==> config.mk <==
export PLATFORM = sky130hd
export DESIGN_NAME = seg7_scan_display
export DESIGN_NICKNAME = d
export VERILOG_FILES = /design/src/rtl/seg7_scan_display_pkg.sv /design/src/rtl/seg7_scan_display_decoder.sv /design/src/rtl/seg7_scan_display.sv
export SDC_FILE = /design/constraint.sdc
export NUM_CORES = 1
export LEC_CHECK = 0
export CAP_MARGIN = 0
export CORE_MARGIN = 5
export CORE_UTILIZATION = 54
export DETAILED_ROUTE_END_ITERATION = 8
export PLACE_DENSITY_LB_ADDON = 0.15
export SLEW_MARGIN = 40
export SYNTH_ARGS = -nofsm -noshare
export SYNTH_HDL_FRONTEND = slang
export SYNTH_HIERARCHICAL = 1
export SYNTH_SLANG_ARGS = --single-unit
==> constraint.sdc <==
create_clock -name CLK -period 3.1 [get_ports CLK]
set_clock_uncertainty 0.15 [all_clocks]
set_input_delay 0.62 -clock CLK [delete_from_list [all_inputs] [get_ports CLK]]
set_output_delay 0.62 -clock CLK [all_outputs]
set_load 0.03 [all_outputs]
==> src/rtl/seg7_scan_display_pkg.sv <==
// Shared display definitions: hex glyph table, blank/off constants and the
// frame snapshot layout used by the multiplexed 7-segment scanner.
package seg7_scan_display_pkg;

    // Active-low segments {g,f,e,d,c,b,a} for values 0..F.
    localparam logic [6:0] SEG_GLYPH [0:15] = '{
        7'h40, 7'h79, 7'h24, 7'h30, 7'h19, 7'h12, 7'h02, 7'h78,
        7'h00, 7'h10, 7'h08, 7'h03, 7'h46, 7'h21, 7'h06, 7'h0E
    };

    localparam logic [6:0] SEG_BLANK = 7'h7F;
    localparam logic [3:0] ANODE_OFF = 4'b1111;
    localparam logic [7:0] HEX_OFF   = 8'hFF;

    typedef struct packed {
        logic [3:0][3:0] digit;
        logic [3:0]      dp;
        logic            blank_lz;
    } frame_t;

endpackage

==> src/rtl/seg7_scan_display_decoder.sv <==
// Combinational hex-to-7-segment decoder (active-low segments), shared by
// display blocks.
module seg7_decoder
    import seg7_scan_display_pkg::*;
(
    input  logic [3:0] i_value,
    output logic [6:0] o_seg
);

    always_comb begin
        o_seg = SEG_GLYPH[i_value];
    end

endmodule

==> src/rtl/seg7_scan_display.sv <==
// Four-digit multiplexed 7-segment scanner with per-frame snapshot,
// decimal points, leading-zero blanking and registered outputs.
module seg7_scan_display
    import seg7_scan_display_pkg::*;
#(
    parameter int unsigned REFRESH_DIV   = 100000,
    parameter int unsigned REFRESH_WIDTH = 17
) (
    input  logic       CLK,
    input  logic       RESET,
    input  logic       ENABLE,
    input  logic [3:0] DIGIT0,
    input  logic [3:0] DIGIT1,
    input  logic [3:0] DIGIT2,
    input  logic [3:0] DIGIT3,
    input  logic [3:0] DP_IN,
    input  logic       BLANK_LZ,
    output logic [3:0] SEG_SELECT_OUT,
    output logic [7:0] HEX_OUT
);

    localparam logic [REFRESH_WIDTH-1:0] PRESC_MAX = REFRESH_WIDTH'(REFRESH_DIV - 1);

    logic [REFRESH_WIDTH-1:0] r_presc;
    logic [1:0]               r_ptr;
    frame_t                   r_frame;
    logic                     r_load_pend;

    logic       w_strobe;
    logic       w_load;
    frame_t     w_frame_in;
    logic [3:0] w_blank;
    logic [3:0] w_digit_sel;
    logic [6:0] w_seg;

    // Strobe and load are gated by ENABLE so a disable on the strobe cycle wins.
    always_comb begin
        w_strobe            = ENABLE && (r_presc == PRESC_MAX);
        w_load              = ENABLE && (r_load_pend || (w_strobe && (r_ptr == 2'd3)));
        w_frame_in.digit    = {DIGIT3, DIGIT2, DIGIT1, DIGIT0};
        w_frame_in.dp       = DP_IN;
        w_frame_in.blank_lz = BLANK_LZ;
    end

    always_ff @(posedge CLK or posedge RESET) begin
        if (RESET) begin
            r_presc     <= '0;
            r_ptr       <= '0;
            r_frame     <= '0;
            r_load_pend <= 1'b1;
        end else if (ENABLE) begin
            r_presc <= w_strobe ? '0 : r_presc + 1'b1;
            if (w_strobe) begin
                r_ptr <= r_ptr + 2'd1;
            end
            if (w_load) begin
                r_frame     <= w_frame_in;
                r_load_pend <= 1'b0;
            end
        end
    end

    // A digit is blanked only when it and every more-significant digit are zero.
    always_comb begin
        w_blank[3] = r_frame.blank_lz && (r_frame.digit[3] == 4'd0);
        w_blank[2] = w_blank[3] && (r_frame.digit[2] == 4'd0);
        w_blank[1] = w_blank[2] && (r_frame.digit[1] == 4'd0);
        w_blank[0] = 1'b0;
        w_digit_sel = r_frame.digit[r_ptr];
    end

    seg7_decoder u_decoder (
        .i_value (w_digit_sel),
        .o_seg   (w_seg)
    );

    always_ff @(posedge CLK or posedge RESET) begin
        if (RESET) begin
            SEG_SELECT_OUT <= ANODE_OFF;
            HEX_OUT        <= HEX_OFF;
        end else if (ENABLE) begin
            SEG_SELECT_OUT <= ~(4'b0001 << r_ptr);
            HEX_OUT        <= {~r_frame.dp[r_ptr], (w_blank[r_ptr] ? SEG_BLANK : w_seg)};
        end else begin
            SEG_SELECT_OUT <= ANODE_OFF;
            HEX_OUT        <= HEX_OFF;
        end
    end

endmodule

==> results.md <==
* Clk slew on worst S/H paths at 0.09 ns
* Hold path cells at 1
* Row count at 25
* Slew @ Worst Pin at 0.617 ns
* Sequential fraction of the synthesis area at 51.0%
* GR Layer Usage met2 at approximately a quarter
* DRT antenna net count at 0
* Rel. slew slack at 58.5%
* Dpl ws at 0.372 ns
* WL final at 4.63 mm
* Mapped Nets at 254
* Drt pass-1 iters at 4
* Crit path kind: register to register
* Core ar. at 0.00472 mm^2
* Synth warn at 6
* Max FO, Critical Path at 12
* Register-to-register setup slack at 0.61 ns
* Clock sink count at 53
* Logic pwr share at 9.3%
* Synthesized area per cell at around 12 um^2
* Global routing's busiest layer: met2
* Max Fclk at around 0.4 GHz
* Total gr overflow at 0
* # DRC at 0
* Via count at 1728
* Power per cell area at 450 mW/mm^2
* Min Clock Period, post-route at 2.49 ns
* EDFF count, synth at 0
* Skew-Pair Late Insertion Delay at about 0.3 ns
* Req. time, crit path at 3.13 ns
* Fillers at 368
* Drt via density at 5.32
* CTS root buf: clkbuf_8
* WP data arrival at around 2.5 ns
* Netlist cell types at 41
* Setup violators final at 0
* Gate Count Post-Synth at 218
* Sw Pwr at 340 uW
* Internal power at between 1000 and 1500 uW
* Num ports at 36
* Post-DP HPWL at around 3.5 mm
* CTS Buf Count at 5
* Setup ws final at 0.615 ns
* Final period utilization at 80.2%
* Die Height at around 80 um
* Worst vdd ir at 0.423 mV
* Vias in the first global route at 1687
* Worst hold path type: register to register
* Initial DRC Count at 101
* Setup TNS at 0 ns
* RSZ-0062 raised after global routing: no
* R2R cell count at 6
* CP Launch Type: register
* Clk buf depth at 2
* Sw frac at 23.8%
* #FFs+latches synth at 53
* Clk pwr share at between 30% and 40%
* ANT cells at 0
* H-tree levels at 2
* Layout cells sized above 1 at 22.9%
* Post-route cell area at 0.00319 mm^2
* Largest net degree at the start of global routing at 32
* Port Buf Inserts at 35
* Total GRT Usage at 15.9%
* Max Cap Viol at 0
* Outcome: finished clean
* Util after Layout at 67.4%
* Ys flop type: dfrtp_1
* # nets final at 293
* Fin Hold WS at 0.343 ns
* Leakage at 0.00141 uW
* Dpl cell area at around 0.003 mm^2
* Starting Density at 55.7%
* Fin. max-slew vios at 0
* Die width at 79.8 um
* Setup bufs post-CTS at 0
* Final Hold Viols at 0
* First-pass GRT wire length at 7.98 mm
* Die area at 0.00637 mm^2
* Placer Congestion at 0.847
* Wire per inst at roughly 14 um
* Ys async rst share at 100%
* CTS tree: done
* Initial antenna violation count at 0
* Mapped Area at 0.00263 mm^2
* Met3 usage at 3.27%
* Worst Setup End Kind: register
* GR Util met1 at 22.1%
* Synth-to-layout area growth at 21.0%
* Cts hold-fix bufs at 0
* Sequential share of power at 55.2%
* Post-cts sizing count at 0
==> metal layers <==
metal / wire length (um) / vias up
li1: - / 847
met1: 2200 / 838
met2: 2170 / 38
met3: 205 / 5
met4: 53 / 0
met5: 0 / -
==> power groups by stage <==
stage	clock [uW]	sequential [uW]	combinational (uW)
floorplan	0	791	84.8
global placement	0	801	133
detailed placement	0	803	135
CTS	521	790	136
global route	551	802	151
finish	507	791	134
==> worst paths after layout <==
kind                              from     endpoint
max in group asynchronous        RESET   r_frame[3]
setup / recovery            r_presc[0]  r_frame[17]
setup reg to reg            r_presc[0]  r_frame[17]
min in group asynchronous        RESET  r_presc[16]
hold reg to reg            r_load_pend  r_load_pend
hold / removal             r_load_pend  r_load_pend
==> stage by stage <==
step                      std cells  total power (uW)
after global placement          316               934
after floorplan                 218               876
after global routing            325              1500
after detailed placement        317               938
after CTS                       325              1450
final                           325              1430
==> synthesized netlist by cell type (3+ instances only) <==
| cell type | count | area share (%) |
|---|---|---|
| nand4_1 | 6 | 1.4 |
| nor3_1 | 3 | 0.57 |
| inv_1 | 10 | 1.4 |
| nor2_1 | 10 | 1.4 |
| buf_6 | 3 | 1.3 |
| nand3_1 | 5 | 0.95 |
| xor2_1 | 8 | 2.7 |
| a21oi_1 | 3 | 0.57 |
| xnor2_1 | 6 | 2.0 |
| o21ai_0 | 5 | 0.95 |
| mux4_2 | 5 | 4.3 |
| dfstp_2 | 13 | 13 |
| ha_1 | 12 | 5.7 |
| nand2_1 | 20 | 2.9 |
| nand2b_1 | 3 | 0.71 |
| nand3b_1 | 7 | 2.0 |
| nor4_1 | 6 | 1.4 |
| mux2_2 | 21 | 9.0 |
| dfrtp_1 | 40 | 38 |
| o22ai_1 | 3 | 0.71 |
==> registers in the layout (all words and copies together) (netlist names) <==
name and flops:
r_frame 21, r_presc 17, HEX_OUT 8, SEG_SELECT_OUT 4, r_ptr 2, r_load_pend 1
==> cells by family after synthesis <==
group,Yosys count,synth area share [%]
buffers and inverters,18,3.52
adder cells (fa/ha/maj),12,5.70
XOR/XNOR,14,4.66
multiplexers,29,14.5
AO/OA/AOI/OAI,19,4.80
flip-flops,53,51.0
AND/OR/NAND/NOR,73,15.8
==> critical path, cell delays in order, from the launching register on <==
cell	delay, ns
dfrtp_1	0.43
ha_1	0.23
and4_4	0.26
nand4_4	0.16
o31ai_4	0.56
buf_8	0.23
mux2_2	0.34
==> cell type report <==
cell class	instances	area, um^2	share of cell area (%)
inverters	10	37.5	1.18
multi-input cells	147	1200	37.6
repair buffers	40	395	12.4
clock inverters	2	35.0	1.10
clock buffers	6	93.8	2.95
well taps	67	83.8	2.63
flip-flops and latches	53	1340	42.1
==> placed cells by master, fill, tap and decap left out, drive strengths merged, types with 6 or more instances in the layout <==
cell	netlist	routed
clkbuf	2	6
clkdlybuf4s50	0	35
dfrtp	40	40
dfstp	13	13
ha	12	12
inv	10	10
mux2	23	23
nand2	20	20
nand3b	7	7
nand4	7	7
nor2	11	11
nor4	6	6
o21ai	7	7
xnor2	6	6
xor2	8	8
(Power assumes the default switching activity.)
